**src/rtl/div_sequencer.sv**
```systemverilog
// div_sequencer: multi-cycle radix-2 restoring divider for the HI/LO path.
// Accepts DIV/DIVU from EX, stalls IF..EX while iterating one quotient bit
// per cycle, then presents {hi_we, lo_we, hi, lo} for exactly one cycle.
module div_sequencer #(
  parameter int WIDTH = 32
) (
  input  logic               clk,
  input  logic               rst,
  input  logic               start,
  input  logic               signed_op,
  input  logic [WIDTH-1:0]   dividend,
  input  logic [WIDTH-1:0]   divisor,
  input  logic               cancel,
  output logic               stallreq,
  output logic               busy,
  output logic               done,
  output logic [2*WIDTH+1:0] div_to_hilo_bus
);

  localparam int CW = $clog2(WIDTH) + 1;
  localparam logic [CW-1:0] LAST_ITER = CW'(WIDTH - 1);

  typedef enum logic [1:0] {
    IDLE = 2'd0,
    ZERO = 2'd1,
    RUN  = 2'd2,
    DONE = 2'd3
  } state_t;

  state_t           state_r;
  state_t           state_next;
  logic [CW-1:0]    cnt_r;
  // Partial remainder; the extra (33rd) bit of the trial lives in shifted_s.
  logic [WIDTH-1:0] rem_r;
  logic [WIDTH-1:0] quo_r;
  logic [WIDTH-1:0] dvsr_r;
  logic             neg_q_r;
  logic             neg_rem_r;
  logic             busy_r;

  logic             accept_s;
  logic [WIDTH:0]   shifted_s;
  logic [WIDTH:0]   trial_s;
  logic [WIDTH-1:0] hi_s;
  logic [WIDTH-1:0] lo_s;

  // Two's-complement magnitude when the operation is signed, raw otherwise.
  function automatic logic [WIDTH-1:0] magnitude(input logic [WIDTH-1:0] v,
                                                 input logic is_signed);
    if (is_signed && v[WIDTH-1]) begin
      magnitude = -v;
    end else begin
      magnitude = v;
    end
  endfunction

  // Conditional negation used for the final sign fixup.
  function automatic logic [WIDTH-1:0] apply_sign(input logic [WIDTH-1:0] v,
                                                  input logic neg);
    if (neg) begin
      apply_sign = -v;
    end else begin
      apply_sign = v;
    end
  endfunction

  assign accept_s  = (state_r == IDLE) && start && !cancel;
  assign shifted_s = {rem_r, quo_r[WIDTH-1]};
  assign trial_s   = shifted_s - {1'b0, dvsr_r};

  // Next-state logic; cancel always returns to IDLE.
  always_comb begin
    state_next = IDLE;
    if (cancel) begin
      state_next = IDLE;
    end else begin
      case (state_r)
        IDLE: begin
          if (start) begin
            state_next = (divisor == '0) ? ZERO : RUN;
          end else begin
            state_next = IDLE;
          end
        end
        ZERO:    state_next = DONE;
        RUN: begin
          if (cnt_r == LAST_ITER) begin
            state_next = DONE;
          end else begin
            state_next = RUN;
          end
        end
        DONE:    state_next = IDLE;
        default: state_next = IDLE;
      endcase
    end
  end

  // State register and registered busy flag.
  always_ff @(posedge clk or posedge rst) begin
    if (rst) begin
      state_r <= IDLE;
      busy_r  <= 1'b0;
    end else begin
      state_r <= state_next;
      busy_r  <= (state_next != IDLE);
    end
  end

  // Operand latch and one restoring-division iteration per RUN cycle.
  always_ff @(posedge clk or posedge rst) begin
    if (rst) begin
      cnt_r     <= '0;
      rem_r     <= '0;
      quo_r     <= '0;
      dvsr_r    <= '0;
      neg_q_r   <= 1'b0;
      neg_rem_r <= 1'b0;
    end else begin
      case (state_r)
        IDLE: begin
          if (accept_s) begin
            cnt_r <= '0;
            if (divisor == '0) begin
              // Divide-by-zero: fixed result lo=all ones, hi=dividend.
              quo_r     <= {WIDTH{1'b1}};
              rem_r     <= dividend;
              dvsr_r    <= '0;
              neg_q_r   <= 1'b0;
              neg_rem_r <= 1'b0;
            end else begin
              quo_r     <= magnitude(dividend, signed_op);
              rem_r     <= '0;
              dvsr_r    <= magnitude(divisor, signed_op);
              neg_q_r   <= signed_op & (dividend[WIDTH-1] ^ divisor[WIDTH-1]);
              neg_rem_r <= signed_op & dividend[WIDTH-1];
            end
          end
        end
        RUN: begin
          if (!trial_s[WIDTH]) begin
            rem_r <= trial_s[WIDTH-1:0];
            quo_r <= {quo_r[WIDTH-2:0], 1'b1};
          end else begin
            rem_r <= shifted_s[WIDTH-1:0];
            quo_r <= {quo_r[WIDTH-2:0], 1'b0};
          end
          cnt_r <= cnt_r + CW'(1);
        end
        default: begin
          cnt_r <= cnt_r;
        end
      endcase
    end
  end

  // Stall request and result bus, derived from the current state.
  always_comb begin
    stallreq        = 1'b0;
    done            = 1'b0;
    hi_s            = apply_sign(rem_r, neg_rem_r);
    lo_s            = apply_sign(quo_r, neg_q_r);
    div_to_hilo_bus = '0;
    case (state_r)
      IDLE:      stallreq = start & ~cancel;
      ZERO, RUN: stallreq = 1'b1;
      DONE: begin
        stallreq = 1'b0;
        done     = ~cancel;
      end
      default:   stallreq = 1'b0;
    endcase
    if (done) begin
      div_to_hilo_bus = {2'b11, hi_s, lo_s};
    end else begin
      div_to_hilo_bus = '0;
    end
  end

  assign busy = busy_r;

endmodule

```
**config.mk**
```make
export PLATFORM = sky130hd
export DESIGN_NAME = div_sequencer
export DESIGN_NICKNAME = d
export VERILOG_FILES = /design/src/rtl/div_sequencer.sv
export SDC_FILE = /design/constraint.sdc
export NUM_CORES = 1
export LEC_CHECK = 0
export CAP_MARGIN = 10
export CORE_AREA = 2 2 135 137
export CTS_CLUSTER_SIZE = 14
export DETAILED_ROUTE_END_ITERATION = 10
export DIE_AREA = 0 0 137 139
export DONT_BUFFER_PORTS = 1
export MAX_ROUTING_LAYER = met4
export PLACE_DENSITY = 0.69
export SLEW_MARGIN = 10
export SYNTH_ARGS = -nofsm -noshare
export SYNTH_HDL_FRONTEND = slang
export SYNTH_SLANG_ARGS = --single-unit
export TNS_END_PERCENT = 5
```
**constraint.sdc**
```tcl
create_clock -name clk -period 4.4 [get_ports clk]
set_input_delay 0.22 -clock clk [delete_from_list [all_inputs] [get_ports clk]]
set_output_delay 0.22 -clock clk [all_outputs]
set_load 0.02 [all_outputs]
```
==> flow_summary_export.csv, run 1 <==
group,metric,value,unit
clock_tree,cts_made_buffers,9,
clock_tree,clk_latency,0.36,ns
finish,postLayoutCellArea,10100,um2
setup_path,worst_ep_required_time,4.18,ns
logic_synthesis,postSynthNetCount,1405,
clock_tree,cts_sinks,107,
finish,antenna_cells,0,
sta,rsz0062_at_grt,"no",
clock_tree,cts_root_buffer,"clkbuf_16",
detailed_routing,wl,26200,um
sta,slew_headroom,0.273,
die,io_pins,138,
logic_synthesis,ys_types,63,
detailed_routing,first_pass_iters,5,
place,dp_hpwl,19600,um
detailed_routing,drt_iter0_markers,684,
finish,drive_gt1_frac,0.0422,
setup_path,r2r_cells,12,
logic_synthesis,synth_mux_area_frac,0.00982,
setup_path,critPathMaxFanout,8,
setup_path,reg2reg_to,"rem_r[11]",
logic_synthesis,ys_warn_count,0,
sta,worst_slack,0.579,ns
place,place_area,9710,um2
sta,fin_skew,0.00802,ns
logic_synthesis,synth-compound-area-share,0.233,
min_path,min_path_type,"in2reg",
die,coreArea,17700,um2
min_path,hold_depth,2,
setup_path,path_cells,"or4_4 > nor2_4 > nand2_1 > or4_1 > nor4_1 > inv_1 > o31a_1 > xnor2_1 > nor2_1",
sta,max_freq,262,MHz
logic_synthesis,yosysTopAreaCellShare,0.280,
clock_tree,cts_tree,"done",
sta,slew_viol_final,0,
logic_synthesis,synth_cells,1294,
die,initial_core_util,0.541,
setup_path,slowest_delay,0.59,ns
logic_synthesis,synth_adder_area_share,0.0558,
logic_synthesis,yosysTopAreaCell,"dfrtp_1",
detailed_routing,drc,0,
logic_synthesis,yosys.area_share.simple,0.235,
sta,tightest_slew,1.09,ns
logic_synthesis,yosysSeqAreaShare,0.280,
logic_synthesis,async_reset_ff_frac,1.00,
sta,period_share,0.868,
setup_path,worstSetupPathType,"reg2out",
clock_tree,cts_setup_buffers,0,
clock_tree,h-tree-depth,3,
setup_path,critPathSlowestCell,"or4_4",
grt,grt_pass1_wl,42200,um
flow_run,max_cap_violations,0,
detailed_routing,viasPerCell,6.02,
logic_synthesis,synth_top_family_by_area,"simple AND/OR/NAND/NOR gates",
logic_synthesis,yosys.area_share.xor_xnor,0.133,
logic_synthesis,syn_area_per_cell,7.39,um2
logic_synthesis,synth_area_leaders,"dfrtp_1 28%, xor2_1 7.9%, a21oi_1 6.8%, nor2_1 6.3%, o21ai_0 5.9%",
place,port_buffers,0,
detailed_routing,wl_per_cell,17.7,um
sta,setup_viol,0,
min_path,hold_end,"neg_q_r",
sta,finalHoldViolCount,0,
finish,area_growth,5.35,%
logic_synthesis,syn_area,9560,um2
power,power.leakage,4.04,nW
finish,nets,1361,
place,dp_slack,0.925,ns
setup_path,arrival,3.60,ns
setup_path,r2r-start,"quo_r[31]",
power,p_per_area,466,nW/um2
logic_synthesis,synthTopCellsByCount,"161 x nor2_1, 139 x nand2_1, 129 x a21oi_1",
logic_synthesis,synth.most_common_cell,"nor2_1",
setup_path,reg2reg_setup_slack,0.88,ns
sta,fin_crit,3.82,ns
grt,grt_use_total,0.284,
logic_synthesis,ys_seq_elements,107,
grt,antenna_found_initial,0,
sta,whs,0.00532,ns
setup_path,end_kind,"output pin",
run_status,status,"complete, no violations",
logic_synthesis,yosys_most_used_dff,"dfrtp_1",
detailed_routing,vias,8927,
grt,grt_max_degree,81,
sta,fin_setup_tns,0,ns
place,routabilityCongestion,0.954,
clock_tree,cts_max_path_buffers,2,
clock_tree,clk_pin_slew_worst_paths,0.08,ns
logic_synthesis,synth-edff-count,0,
detailed_routing,antenna_left,0,
die,die_w,137,um
grt,grt.overflow.total,0,
min_path,hold_path_startpoint,"signed_op",
die,die-area,19000,um2
power,irDropWorstVdd,0.000268,V
die,num_rows,49,
setup_path,critPathLaunchType,"flop",
grt,grt_pass1_vias,7951,
clock_tree,cts_resized,0,
die,die_h,139,um
-- metal layers --
layer / global-route usage / vias up / routed length [um]
li1: - / 4473 / -
met1: 0.403 / 4122 / 12200
met2: 0.415 / 293 / 11600
met3: 0.0471 / 39 / 1870
met4: 0.0884 / 0 / 631
met5: - / - / 0
-- worst max-delay path: cells and delay by family (launching register included) --
family                 cells  cell delay [ns]
AND/OR/NAND/NOR            6             2.20
flip-flops                 1             0.48
AO/OA/AOI/OAI              1             0.28
buffers and inverters      1             0.15
XOR/XNOR                   1             0.12
-- layout make-up --
class	count	area, um2
clock buffers	11	243
clock inverters	5	85.1
fillers	1687	7590
inverters	57	216
multi-input cells	1055	6400
flip-flops and latches	107	2680
well taps	229	287
repair buffers	20	158
-- how the worst max path moves through the flow --
stage                     startpoint             endpoint  slack, ns  cells after the start
after floorplan             rem_r[2]  div_to_hilo_bus[63]       1.22                     10
after global placement      rem_r[0]            rem_r[11]       0.99                     11
after detailed placement   quo_r[31]             rem_r[4]       0.93                     12
after CTS                   rem_r[2]  div_to_hilo_bus[56]       0.64                      9
after global routing        quo_r[5]  div_to_hilo_bus[31]       0.37                      9
final                       rem_r[2]  div_to_hilo_bus[56]       0.58                      9
-- layout by cell type (no fill, tap or decap), drive strengths merged, types with 22 or more instances in the layout --
cell,n
o31ai,35
nand2,140
nand3,64
nor3,22
xnor2,59
o21ai,115
a21oi,129
a31oi,27
nor2,162
dfrtp,107
xor2,86
inv,58
ha,41
-- what timing repair did --
action / in CTS / in global routing
setup endpoints to repair: 0 / 0
hold endpoints to repair: 5 / 0
hold buffers: 3 / 0
-- kinds of logic after synthesis --
kind of cell	count (synthesis)
buffers and inverters	132
adders and majority gates	42
muxes	9
and+or+nand+nor	486
AOI/OAI and AO/OA	373
DFF	107
xor gates and xnor gates	145
-- report_power, final --
part | internal, mW | leakage, nW | switching (mW)
Sequential | 1.18 | 1.29 | 0.324
Combinational | 0.923 | 2.60 | 1.34
Clock | 0.519 | 0.156 | 0.402
Total | 2.63 | 4.04 | 2.06
-- stage by stage --
stage                     utilization  std cells  total power, mW
after global routing            0.570       1484             5.03
after detailed placement        0.550       1465             3.74
final                           0.570       1484             4.69
after CTS                       0.570       1484             4.66
after floorplan                     -       1294             3.18
after global placement          0.550       1465             3.72
-- state kept, by name, summed over array words and instances, names as in the netlist --
register	count
rem_r	32
cnt_r	6
state_r	2
quo_r	32
neg_q_r	1
neg_rem_r	1
dvsr_r	32
busy	1
Note: power is estimated with default switching activity, not from simulation.
==> run 2, diff against run 1 <==
--- a/config.mk
+++ b/config.mk
@@ -6,13 +6,15 @@
 export NUM_CORES = 1
 export LEC_CHECK = 0
 export CAP_MARGIN = 10
-export CORE_AREA = 2 2 135 137
+export CORE_AREA = 2 2 103 180
+export CTS_BUF_LIST = sky130_fd_sc_hd__clkbuf_4
 export CTS_CLUSTER_SIZE = 14
 export DETAILED_ROUTE_END_ITERATION = 10
-export DIE_AREA = 0 0 137 139
+export DIE_AREA = 0 0 105 182
 export DONT_BUFFER_PORTS = 1
+export GPL_ROUTABILITY_DRIVEN = 0
 export MAX_ROUTING_LAYER = met4
-export PLACE_DENSITY = 0.69
+export PLACE_DENSITY = 0.68
 export SLEW_MARGIN = 10
 export SYNTH_ARGS = -nofsm -noshare
 export SYNTH_HDL_FRONTEND = slang
==> run 2 against run 1 <==
Net effect: die area increased by 0.35%; fmax down 5.1%; register-to-register slack lost 0.04 ns; critical path type unchanged; largest power group unchanged; highest routed layer unchanged.
==> flow_summary_export.csv, run 2 (same netlist as run 1, synthesis figures left out) <==
group,metric,value,unit
clock_tree,cts_made_buffers,9,
min_path,min_path_type,"in2reg",
place,dp_hpwl,20300,um
clock_tree,cts_setup_buffers,0,
detailed_routing,vias,9335,
die,io_pins,138,
sta,rsz0062_at_grt,"no",
sta,whs,0.0188,ns
sta,slew_viol_final,0,
sta,worst_slack,0.373,ns
die,die_w,105,um
power,sequentialPowerShare,0.352,
setup_path,critPathLaunchType,"flop",
power,p_int,2.30,mW
clock_tree,cts_tree,"done",
power,power_switching,2.01,mW
sta,finalHoldViolCount,0,
grt,grt_max_degree,81,
power,power.leakage,4.23,nW
place,dp.cells,1469,
grt,grt_use_total,0.305,
detailed_routing,wl,28100,um
finish,final_cells,1557,
grt,grt.overflow.total,0,
power,p_total,4.31,mW
die,initial_core_util,0.539,
sta,setup_viol,0,
setup_path,critPathSlowestCell,"nor4_1",
flow_run,max_cap_violations,0,
power,p_per_area,408,nW/um2
power,irDropWorstVdd,0.000179,V
detailed_routing,drt_iter0_markers,753,
grt,grt_pass1_vias,9020,
detailed_routing,viasPerCell,6.00,
finish,final_common_cell,"nor2_1",
finish,top_regs,"dvsr_r: 32 flops, quo_r: 32 flops, rem_r: 32 flops",
sta,fin_crit,4.03,ns
clock_tree,clk_latency,0.50,ns
clock_tree,cts_root_buffer,"clkbuf_4",
setup_path,path_cells,"or4_4 > nor2_4 > nand2_1 > or4_1 > nor4_1 > inv_1 > o31a_1 > xnor2_1 > nor2_1",
setup_path,worst_ep_required_time,4.18,ns
finish,drive_gt1_frac,0.0393,
finish,area_growth,10.4,%
sta,period_share,0.915,
place,port_buffers,0,
clock_tree,cts_sinks,107,
finish,fillerInstances,1747,
clock_tree,clk_pin_slew_worst_paths,0.16,ns
setup_path,worstSetupPathType,"reg2out",
finish,fin_util,0.595,
finish,final_cell_mix,"161 x nor2_1, 139 x nand2_1, 128 x a21oi_1, 112 x o21ai_0, 107 x dfrtp_1",
clock_tree,cts_max_path_buffers,2,
power,pwr-share-clk,0.123,
detailed_routing,first_pass_iters,6,
sta,max_freq,248,MHz
die,die-area,19100,um2
detailed_routing,antenna_left,0,
sta,slew_headroom,0.244,
power,p_comb_frac,0.525,
detailed_routing,drc,0,
sta,fin_setup_tns,0,ns
sta,tightest_slew,1.13,ns
clock_tree,h-tree-depth,3,
place,dp_slack,0.890,ns
place,place_area,9710,um2
die,die_h,182,um
die,num_rows,65,
power,swShare,0.465,
run_status,status,"complete, no violations",
finish,postLayoutCellArea,10600,um2
sta,fin_skew,0.00847,ns
setup_path,slowest_delay,0.60,ns
die,coreArea,17700,um2
grt,grt_pass1_wl,45600,um
detailed_routing,wl_per_cell,18.0,um
setup_path,critPathMaxFanout,8,
setup_path,arrival,3.81,ns
grt,antenna_found_initial,1,
setup_path,end_kind,"output pin",
finish,nets,1428,
-- run 2: changes by cell type in the layout (fill, tap and decap cells not counted), sizes merged --
cell         previous run  this run
buf                    17        16
clkinvlp                1         2
diode                   0         1
dlygate4sd3             3        71
bufinv                  2         1
inv                    58        57
clkinv                  1         2
-- run 2: power by group through the flow --
stage / Sequential (mW) / Combinational (mW) / Clock, mW
6_report: 1.52 / 2.26 / 0.530
3_3_place_gp: 1.52 / 2.15 / 0
5_1_grt: 1.55 / 2.51 / 0.573
3_5_place_dp: 1.53 / 2.17 / 0
4_1_cts: 1.51 / 2.24 / 0.542
2_1_floorplan: 1.41 / 1.77 / 0
-- run 2: layer usage --
| metal | vias to the layer above | global-route usage | routed length (um) |
|---|---|---|---|
| met5 | - | - | 0 |
| met4 | 0 | 0.119 | 851 |
| met3 | 59 | 0.0373 | 1520 |
| met2 | 312 | 0.532 | 14600 |
| met1 | 4374 | 0.354 | 11100 |
| li1 | 4590 | - | - |
-- run 2: final cells by class --
cell class                      count  area, um2  area share
Multi-Input combinational cell   1055       6400       0.606
Sequential cell                   107       2680       0.254
Timing Repair Buffer               87        831      0.0787
Tap cell                          234        293      0.0277
Inverter                           57        216      0.0205
Clock buffer                       11       82.6     0.00782
Clock inverter                      5       53.8     0.00510
Antenna cell                        1       2.50    0.000237
-- run 2: worst paths after layout --
path / slack [ns] / depth (start not counted) / to / from
min in group asynchronous: 0.39 / 2 / quo_r[2] / rst
hold reg to reg: 0.50 / 2 / dvsr_r[16] / dvsr_r[16]
setup / recovery: 0.37 / 9 / div_to_hilo_bus[56] / rem_r[2]
hold / removal: 0.02 / 4 / dvsr_r[13] / divisor[12]
setup reg to reg: 0.84 / 12 / rem_r[11] / quo_r[31]
max in group asynchronous: 2.96 / 3 / quo_r[7] / rst
-- run 2: timing repair --
action / 4_1_cts / 5_1_grt
hold buffers: 71 / 0
hold endpoints to repair: 149 / 0
resized for setup: 0 / 0
-- run 2: worst max-delay path: cells and delay by family, from the launching register on --
family / cells / cell delay [ns]
AOI/OAI and AO/OA: 1 / 0.28
xor gates and xnor gates: 1 / 0.13
buffers and inverters: 1 / 0.15
DFF: 1 / 0.50
and+or+nand+nor: 6 / 2.25
